`src/rtl/toll_collector.sv`:
```
// Toll-booth controller: latches the rate class on arrival, collects coin credit,
// dispenses change one unit per cycle, opens the gate and raises an alarm on faults.
module toll_collector #(
  parameter int W           = 8,
  parameter int PRICE_HIGH  = 12,
  parameter int PRICE_MED   = 8,
  parameter int PRICE_LOW   = 4,
  parameter int GATE_CYCLES = 16,
  parameter int TIMEOUT     = 200
) (
  input  logic         clk,
  input  logic         nrst,
  input  logic         car,
  input  logic         high,
  input  logic         med,
  input  logic         low,
  input  logic         err,
  input  logic         coinv,
  input  logic [1:0]   coinval,
  input  logic         ack,
  output logic         gate,
  output logic         busy,
  output logic         alarm,
  output logic [W-1:0] due,
  output logic         chgp
);

  localparam int GW = (GATE_CYCLES > 1) ? $clog2(GATE_CYCLES) : 1;

  localparam logic [W-1:0]  P_HIGH   = W'(PRICE_HIGH);
  localparam logic [W-1:0]  P_MED    = W'(PRICE_MED);
  localparam logic [W-1:0]  P_LOW    = W'(PRICE_LOW);
  localparam logic [GW-1:0] GATE_END = GW'(GATE_CYCLES - 1);
  localparam logic [7:0]    TMO_END  = 8'(TIMEOUT - 1);

  typedef enum logic [2:0] {
    S_IDLE,
    S_COLLECT,
    S_CHANGE,
    S_OPEN,
    S_ALARM
  } state_t;

  state_t          state;
  logic [W-1:0]    price;
  logic [W-1:0]    paid;
  logic [W-1:0]    change;
  logic            abort;
  logic [7:0]      timer;
  logic [GW-1:0]   gate_cnt;

  logic [3:0]      coin_units;
  logic [W:0]      sum_wide;
  logic [W-1:0]    paid_sum;
  logic [W-1:0]    paid_in;
  logic            class_ok;
  logic [W-1:0]    class_price;

  // NOTE: every always_comb output gets a default first so no path can infer a latch.
  always_comb begin
    coin_units = 4'd1;
    unique case (coinval)
      2'd0: coin_units = 4'd1;
      2'd1: coin_units = 4'd2;
      2'd2: coin_units = 4'd5;
      2'd3: coin_units = 4'd10;
    endcase
  end

  always_comb begin
    class_ok    = 1'b0;
    class_price = '0;
    if (!err) begin
      unique case ({high, med, low})
        3'b100:  begin class_ok = 1'b1; class_price = P_HIGH; end
        3'b010:  begin class_ok = 1'b1; class_price = P_MED;  end
        3'b001:  begin class_ok = 1'b1; class_price = P_LOW;  end
        default: begin class_ok = 1'b0; class_price = '0;     end
      endcase
    end
  end

  // One spare bit catches the carry so credit clamps instead of wrapping.
  assign sum_wide = {1'b0, paid} + (W+1)'(coin_units);
  assign paid_sum = sum_wide[W] ? {W{1'b1}} : sum_wide[W-1:0];
  assign paid_in  = coinv ? paid_sum : paid;

  // Owed amount is only meaningful while a payment is open or frozen by an alarm.
  assign due = ((state == S_COLLECT || state == S_ALARM) && (paid < price))
               ? (price - paid) : '0;

  // NOTE: state and registered outputs use non-blocking assignments so every
  // branch sees the values from before this edge.
  always_ff @(posedge clk) begin
    if (!nrst) begin
      state    <= S_IDLE;
      price    <= '0;
      paid     <= '0;
      change   <= '0;
      abort    <= 1'b0;
      timer    <= '0;
      gate_cnt <= '0;
      gate     <= 1'b0;
      busy     <= 1'b0;
      alarm    <= 1'b0;
      chgp     <= 1'b0;
    end else begin
      chgp <= 1'b0;
      unique case (state)
        S_IDLE: begin
          if (car) begin
            paid   <= '0;
            change <= '0;
            abort  <= 1'b0;
            timer  <= '0;
            busy   <= 1'b1;
            if (class_ok) begin
              price <= class_price;
              state <= S_COLLECT;
            end else begin
              price <= '0;
              alarm <= 1'b1;
              state <= S_ALARM;
            end
          end
        end

        S_COLLECT: begin
          if (paid >= price) begin
            if (paid > price) begin
              change <= paid - price;
              abort  <= 1'b0;
              state  <= S_CHANGE;
            end else begin
              gate     <= 1'b1;
              gate_cnt <= '0;
              state    <= S_OPEN;
            end
          end else if (!car) begin
            // Refund includes a coin landing in the same cycle the car leaves.
            if (paid_in == '0) begin
              busy  <= 1'b0;
              state <= S_IDLE;
            end else begin
              paid   <= paid_in;
              change <= paid_in;
              abort  <= 1'b1;
              state  <= S_CHANGE;
            end
          end else if (coinv) begin
            paid  <= paid_sum;
            timer <= '0;
          end else if (timer == TMO_END) begin
            alarm <= 1'b1;
            state <= S_ALARM;
          end else begin
            timer <= timer + 8'd1;
          end
        end

        S_CHANGE: begin
          if (change != '0) begin
            chgp   <= 1'b1;
            change <= change - 1'b1;
          end else if (abort) begin
            busy  <= 1'b0;
            state <= S_IDLE;
          end else begin
            gate     <= 1'b1;
            gate_cnt <= '0;
            state    <= S_OPEN;
          end
        end

        S_OPEN: begin
          if (gate_cnt != GATE_END) begin
            gate_cnt <= gate_cnt + 1'b1;
          end else if (!car) begin
            gate  <= 1'b0;
            busy  <= 1'b0;
            state <= S_IDLE;
          end
        end

        S_ALARM: begin
          if (ack) begin
            paid   <= '0;
            change <= '0;
            price  <= '0;
            alarm  <= 1'b0;
            busy   <= 1'b0;
            state  <= S_IDLE;
          end
        end

        default: begin
          gate  <= 1'b0;
          busy  <= 1'b0;
          alarm <= 1'b0;
          state <= S_IDLE;
        end
      endcase
    end
  end

endmodule

```
`config.mk`:
```
export PLATFORM = sky130hd
export DESIGN_NAME = toll_collector
export DESIGN_NICKNAME = d
export VERILOG_FILES = /design/src/rtl/toll_collector.sv
export SDC_FILE = /design/constraint.sdc
export NUM_CORES = 1
export LEC_CHECK = 0
export CELL_PAD_IN_SITES_DETAIL_PLACEMENT = 2
export CELL_PAD_IN_SITES_GLOBAL_PLACEMENT = 2
export CORE_MARGIN = 2
export CORE_UTILIZATION = 34
export DETAILED_ROUTE_END_ITERATION = 7
export HOLD_SLACK_MARGIN = 0.1
export PLACE_DENSITY = 0.77
export SYNTH_ARGS = -nofsm -noshare
export SYNTH_HDL_FRONTEND = slang
export SYNTH_SLANG_ARGS = --single-unit
```
`constraint.sdc`:
```
create_clock -name clk -period 3.6 [get_ports clk]
set_clock_uncertainty 0.2 [all_clocks]
set_input_delay 0.54 -clock clk [delete_from_list [all_inputs] [get_ports clk]]
set_output_delay 0.54 -clock clk [all_outputs]
set_load 0.03 [all_outputs]
```
### After elaboration in Yosys (flattened, before gate mapping)

Cells that the tools add are included.

* muxes and demuxes: 76
* bitwise gates (word level): 2
* equal/unequal tests: 37
* magnitude comparators: 3
* $add $sub $neg: 6
* reduce and logical (&&, ||, !) cells: 25

Operators by type and width (number)
* 8-bit 2-to-1 mux: 18
* 8-bit case mux with 2 select lines: 2
* 8-bit case mux with 4 select lines: 1
* 3-bit 2-to-1 mux: 10
* 2-bit != test (second input constant): 15
* 1-bit 2-to-1 mux: 28
* 4-bit 2-to-1 mux: 6
* 4-bit case mux with 3 select lines: 2
* 8-bit case mux with 3 select lines: 1
* 7-bit AND reduction: 3
* 4-bit case mux with 4 select lines: 1
* 8-bit subtractor: 2
* 3-bit case mux with 5 select lines: 1
* 5-bit AND reduction: 3
* 8-bit by 4-bit adder with 9-bit output: 1
* 3-bit by 2-bit equality test with 1-bit output (second input constant): 3
* 3-bit != test (second input constant): 3
* 9-bit AND reduction: 1
* 8-bit by 1-bit adder with 8-bit output (second input constant): 1
* 8-bit equality test (second input constant): 1
* 8-bit greater-or-equal comparator: 1
* 8-bit greater-than comparator: 1
* 8-bit logical NOT: 1
* 8-bit < comparator: 1
* other kinds (30): 42

* output and inout port bits: 12
* bits in registers: 44

### Longest topological paths before layout

Gate-level depths: netlist of the first run.

* depth in word-level cells: 10
* depth in mapped cells: 11
* mapped depth without buffers: 10

### Worst setup path before layout of the first run

Ideal clock, no wire load.

* kind: input to register
* start: input coinval[0]
* end: register change[4]
* data arrival time: 2.695 ns
* cell stages on the path: 11
* setup time: 0.120 ns
* setup slack: 0.585 ns
* path through: inv_1 > ha_1 > fa_1 > a211oi_2 > nor3_1 > and3_1 > buf_2 > nor4_2 > a21oi_2 > o31a_1 > o31a_1

* longest elaborated chain between the ends: 9
* elaborated cells between the ends (all ways): 15
* those cells by class: add/sub (1); eq/ne (4); mux (7); reduce/logical (3)

Ends and longest elaborated chain
* start: declaration: RTL line 19 `input logic [1:0] coinval,`
* 2-bit equality test, or another cell as far along: RTL line 62 `unique case (coinval)`
* 4-bit case mux with 4 select lines (*): RTL line 62
* 8-bit by 4-bit adder with 9-bit output (*): RTL line 84 `assign sum_wide = {1'b0, paid} + (W+1)'(coin_units);`
* 8-bit 2-to-1 mux (*): RTL line 85 `assign paid_sum = sum_wide[W] ? {W{1'b1}} : sum_wide[W-1:0];`
* 8-bit 2-to-1 mux (*)
* branches (longest 4 deep; another with 8-bit logical NOT)
* end signal: assignment: RTL line 131 `change <= paid - price;`
* end signal: assignment: RTL line 146 `change <= paid_in;`
* end signal: assignment: RTL line 164 `change <= change - 1'b1;`
* end: declaration: RTL line 47 `logic [W-1:0] change;`

Every way passes the cells marked *. The select of a mux whose other input is x is not followed.
A chain may end at the register's enable or synchronous reset.

### Worst setup path in the final report of the first run

* start: input coinval[0]
* end: register change[7]

The elaborated chain is that of the path after synthesis.

==> impl_metrics.tcl, run 1 <==
set metrics [dict create \
    status "finished clean" \
    synth.yosys.seq_area_share 0.274 \
    rrSetupSlack_ns 0.56 \
    fin_nets 411 \
    drive_gt1_frac 0.103 \
    gp_congestion 0.842 \
    cts_hold_buf 0 \
    ys_ff_latch 38 \
    synth.distinct_cells 63 \
    cts.path.max_buffers 2 \
    cp.arrival_ns 3.48 \
    drc 0 \
    critPathLaunchType "input port" \
    pin_count 23 \
    die_h_um 94.3 \
    layout_min_cycle_time_ns 3.45 \
    dp_cells 481 \
    cts_root_buf "clkbuf_8" \
    antenna_left 0 \
    cts_tree "built" \
    antenna_found_initial 0 \
    die_area_um2 8890 \
    diodes 0 \
    die_w_um 94.3 \
    worstPathRequired_ns 3.63 \
    synth.avg_cell_area_um2 7.70 \
    grt.total_usage 0.233 \
    worst_skew_pair.late_latency_ns 0.30 \
    leakagePower_nw 1.25 \
    via_per_inst 5.72 \
    worst_slew_pin_slew_ns 0.634 \
    setup_viol 0 \
    hold_viol 0 \
    syn_nets 385 \
    synthArstFlopShare 0 \
    grt_pass1_vias 2991 \
    min_from "paid[0]" \
    crit_fanout 5 \
    synth_enable_flop_cells 0 \
    drv_slew 0 \
    hpwl_mm 7.41 \
    io_buffers 22 \
    drt_iter0_drc 115 \
    rows 32 \
    grt_max_degree 24 \
    whs_path_depth 2 \
    core_um2 7810 \
    numCtsBuffers 5 \
    fmax_ghz 0.290 \
    hold_class "flip-flop to flip-flop" \
    drv_cap 0 \
    finalCritPeriodShare 0.959 \
    utilization 0.424 \
    syn2layout_area_growth_pct 19.4 \
    clkTransAtPathRegs_ns 0.08 \
    vdd_drop_max_mv 0.278 \
    initial_core_util 0.355 \
    gr-usage-met2 0.400 \
    top_usage_layer "met2" \
    dr_total_vias 2797 \
    gr-usage-met1 0.310 \
    crit_path_end_kind "flip-flop" \
    ys.flop_type "dfxtp_1" \
    r2r_start "paid[2]" \
    reg2reg_to "change[4]" \
    netlist_instances 360 \
    grt.met3_usage 0.0265 \
    dr.pass1.iters 4 \
    gr-total-overflow 0 \
    synth_warnings 0 \
    synth_area_um2 2770 \
    cts.sinks 38 \
    grt_pass1_wl_mm 16.0 \
    wl_per_cell_um 20.0 \
    holdPathEnd "paid[0]" \
    wirelength_mm 9.76 \
    reg2regPathDepth 8 \
    cts-htree-levels 2 \
    slew_headroom 0.572 \
    critPathKind "input port to flip-flop" \
    fin_cells 489 \
    finalSetupTns_ns 0 \
    power_density_nw_per_um2 576 \
    rsz0062_at_grt "false" \
]
## critical path, stage by stage
cell and delay (ns):
clkdlybuf4s50_1 0.52, inv_1 0.08, ha_1 0.24, fa_1 0.41, a211oi_2 0.23, nor3_1 0.13
mux2_2 0.33, nor4_4 0.31, a21oi_2 0.17, buf_4 0.17, o22ai_1 0.20, o2bb2ai_1 0.15
## logic make-up after synthesis
family,count (synthesis),synth area share
muxes,7,0.0257
buffers and inverters,36,0.0569
and+or+nand+nor,150,0.279
DFF,38,0.274
AOI/OAI and AO/OA,93,0.226
adders and majority gates,14,0.0686
xor gates and xnor gates,22,0.0695
## cells in the final DEF (no fill, tap or decap), drive strengths merged, types with 6 or more instances in the layout
cell,synthesis,final
o21ai,15,15
nand2,36,36
buf,9,18
o22ai,7,7
and3,10,10
nor4,8,8
clkdlybuf4s50,0,22
xor2,8,8
dfxtp,38,38
clkbuf,12,6
o211ai,6,6
xnor2,14,14
nor3,7,7
ha,12,12
a21oi,28,28
mux2i,6,6
nand3,10,10
inv,14,14
and2,9,9
nor2,45,45
## per-stage QoR
step / setup slack [ns] / hold slack, ns / instance area (µm²) / total power, W
2_1_floorplan: 0.585 / 0.249 / 2770 / 0.00117
3_3_place_gp: 0.0157 / 0.280 / 3150 / 0.00139
3_5_place_dp: -0.226 / 0.294 / 3150 / 0.00144
4_1_cts: 0.0962 / 0.308 / 3300 / 0.00191
5_1_grt: 0.0144 / 0.331 / 3310 / 0.00203
6_report: 0.149 / 0.306 / 3310 / 0.00191
## where the power goes
group | leakage [nW] | switching [W] | internal (W)
logic | 0.871 | 0.000547 | 0.000358
clock network | 0.0714 | 0.000169 | 0.000296
registers | 0.308 | 0.0000729 | 0.000465
## final cells by class
class | instances | area [µm²]
Sequential cell | 38 | 761
Clock inverter | 2 | 60.1
Inverter | 15 | 56.3
Timing Repair Buffer | 40 | 355
Multi-Input combinational cell | 286 | 1870
Tap cell | 102 | 128
Clock buffer | 6 | 82.6
Fill cell | 911 | 4500
## sequential cells by signal, indices dropped and copies added (netlist names)
name      count
chgp          1
gate_cnt      4
price         2
paid          8
busy          1
alarm         1
state         3
abort         1
gate          1
timer         8
change        8
## what timing repair did
item	4_1_cts	5_1_grt
setup buffers	0	0
resized for setup	0	2
endpoints found under the setup margin	0	3
endpoints found under the hold margin	0	0
## metal layers
| metal | up-vias | share of wire |
|---|---|---|
| li1 | 1345 | - |
| met1 | 1410 | 0.48 |
| met2 | 34 | 0.49 |
| met3 | 8 | 0.024 |
| met4 | 0 | 0.012 |
| met5 | - | 0 |
## how the worst max path moves through the flow
stage / from / to / slack (ns) / depth (start not counted)
2_1_floorplan: coinval[0] / change[4] / 0.59 / 11
3_3_place_gp: coinval[0] / change[6] / 0.02 / 11
3_5_place_dp: coinval[0] / change[7] / -0.23 / 12
4_1_cts: coinval[0] / change[7] / 0.1 / 12
5_1_grt: coinval[0] / change[7] / 0.01 / 12
6_report: coinval[0] / change[7] / 0.15 / 12
## synth_stat cells (all sizes together), types with 9 or more instances
library cell	n	area, µm²
xnor2	14	123
o21ai	15	75.1
and2	9	56.3
nor2	45	176
nand2	36	135
ha	12	150
and3	10	62.6
nand3	10	55.1
dfxtp	38	761
inv	14	52.6
clkbuf	12	45.0
a21oi	28	144
buf	9	56.3
(Power assumes the default switching activity.)
==> run 2: changes to the inputs <==
--- a/config.mk
+++ b/config.mk
@@ -11,7 +11,7 @@
 export CORE_UTILIZATION = 34
 export DETAILED_ROUTE_END_ITERATION = 7
 export HOLD_SLACK_MARGIN = 0.1
-export PLACE_DENSITY = 0.77
+export PLACE_DENSITY = 0.81
 export SYNTH_ARGS = -nofsm -noshare
 export SYNTH_HDL_FRONTEND = slang
 export SYNTH_SLANG_ARGS = --single-unit
==> run 2 against run 1 <==
Net effect:
- wire length rose by 0.38%
- sequential power is 1% lower
- fmax is 0.86% higher
- sequential share of layout area rose by 0.087 points
- non-clock buffer count fell by 1
- critical endpoint unchanged
- largest power group unchanged
==> impl_metrics.tcl, run 2 (same netlist as run 1, synthesis figures left out) <==
set metrics [dict create \
    via_per_inst 5.76 \
    post_cts_buffers 0 \
    fin_hold_ws_ns 0.308 \
    power_density_nw_per_um2 580 \
    worst_skew_pair.late_latency_ns 0.30 \
    critPathMaxStageDelay_ns 0.52 \
    hold_class "flip-flop to flip-flop" \
    core_um2 7810 \
    cp.buffers_inverters 3 \
    dr_total_vias 2811 \
    path_cells "clkdlybuf4s50_1, inv_1, ha_1, fa_1, a211oi_2, nor3_1, mux2_2, nor4_4, a21oi_2, buf_4, o22ai_1, o2bb2ai_1" \
    gr-total-overflow 0 \
    rsz0062_at_grt "false" \
    critPathLaunchType "input port" \
    status "finished clean" \
    wl_per_cell_um 20.1 \
    initial_core_util 0.355 \
    numCtsBuffers 5 \
    syn2layout_area_growth_pct 19.0 \
    pin_count 23 \
    fmax_ghz 0.292 \
    drc 0 \
    cts_root_buf "clkbuf_8" \
    cpMaxStageDelayCell "clkdlybuf4s50_1" \
    leakagePower_nw 1.24 \
    clkTransAtPathRegs_ns 0.08 \
    hpwl_mm 7.07 \
    grt_max_degree 25 \
    grt_pass1_wl_mm 16.0 \
    largestRegisters "change (8), paid (8), timer (8)" \
    cts.sinks 38 \
    hold_viol 0 \
    drv_cap 0 \
    die_area_um2 8890 \
    crit_fanout 5 \
    worstPathRequired_ns 3.63 \
    finalCritPeriodShare 0.951 \
    design_area_um2 3300 \
    drive_gt1_frac 0.0984 \
    antenna_found_initial 0 \
    die_h_um 94.3 \
    die_w_um 94.3 \
    placed_area_um2 3150 \
    crit_path_end_kind "flip-flop" \
    final_common_cell "nor2_1" \
    layout_min_cycle_time_ns 3.42 \
    cp.arrival_ns 3.45 \
    drv_slew 0 \
    rrSetupSlack_ns 0.60 \
    gp_congestion 0.837 \
    antenna_left 0 \
    cts_tree "built" \
    grt.total_usage 0.231 \
    drt_iter0_drc 124 \
    grt_pass1_vias 3045 \
    vdd_drop_max_mv 0.311 \
    worst_slew_pin_slew_ns 0.629 \
    fin_nets 410 \
    critPathKind "input port to flip-flop" \
    dr.pass1.iters 4 \
    io_buffers 22 \
    diodes 0 \
    cts-htree-levels 2 \
    path_delay_family "buffers and inverters" \
    rows 32 \
    wirelength_mm 9.79 \
    setup_viol 0 \
    slew_headroom 0.576 \
    final_cell_mix "nor2_1 (44), dfxtp_1 (38), nand2_1 (36), a21oi_1 (27), clkdlybuf4s50_1 (22)" \
    cts.path.max_buffers 2 \
]
[run 2: changes by cell type in the layout (fill, tap and decap cells not counted)]
cell / before / now
a211oi_1: 1 / 2
a211oi_2: 2 / 1
buf_4: 18 / 17
[run 2: area by class of cell]
type | count | area [µm²]
clock inverters | 2 | 60.1
repair buffers | 39 | 348
multi-input cells | 286 | 1860
flip-flops and latches | 38 | 761
inverters | 15 | 56.3
well taps | 102 | 128
fillers | 908 | 4510
clock buffers | 6 | 82.6
[run 2: metal layers]
layer,global-route usage,wire [µm],vias up
met1,0.301,4550,1420
met2,0.405,4910,38
met4,0.0495,97,0
li1,-,-,1342
met5,0,0,-
met3,0.0337,230,11
[run 2: final timing paths]
kind	start	to	cells after the start
worst max-delay path	coinval[0]	change[7]	12
worst min-delay path	alarm	alarm	2
worst max register to register	paid[2]	change[4]	8
worst min register to register	alarm	alarm	2
[run 2: power by group]
part / switching [W] / internal, W
clock: 0.000167 / 0.000296
combinational: 0.000556 / 0.000361
sequential: 0.0000672 / 0.000465
[run 2: metrics by stage]
stage	power [W]	setup WS [ns]	util	setup TNS (ns)	instances
detailed placement	0.00143	-0.139	0.403	-0.824	480
global placement	0.00139	0.0294	0.403	0	480
finish	0.00191	0.178	0.422	0	488
CTS	0.00192	0.132	0.421	0	488
floorplan	0.00117	0.585	-	0	360
global route	0.00203	0.0377	0.422	0	488
[run 2: what timing repair did]
| item | CTS | global route |
|---|---|---|
| resized for setup | 0 | 1 |
| hold buffers | 0 | 0 |
| endpoints found under the setup margin | 0 | 5 |
| hold endpoints to repair | 0 | 0 |
[run 2: worst register-to-register path, delay by kind of cell, from the launching register on]
kind                       cells  cell delay, ns
AOI/OAI and AO/OA              1            0.31
DFF                            1            0.46
adders and majority gates      2            0.74
and+or+nand+nor                4            1.09
buffers and inverters          1            0.10
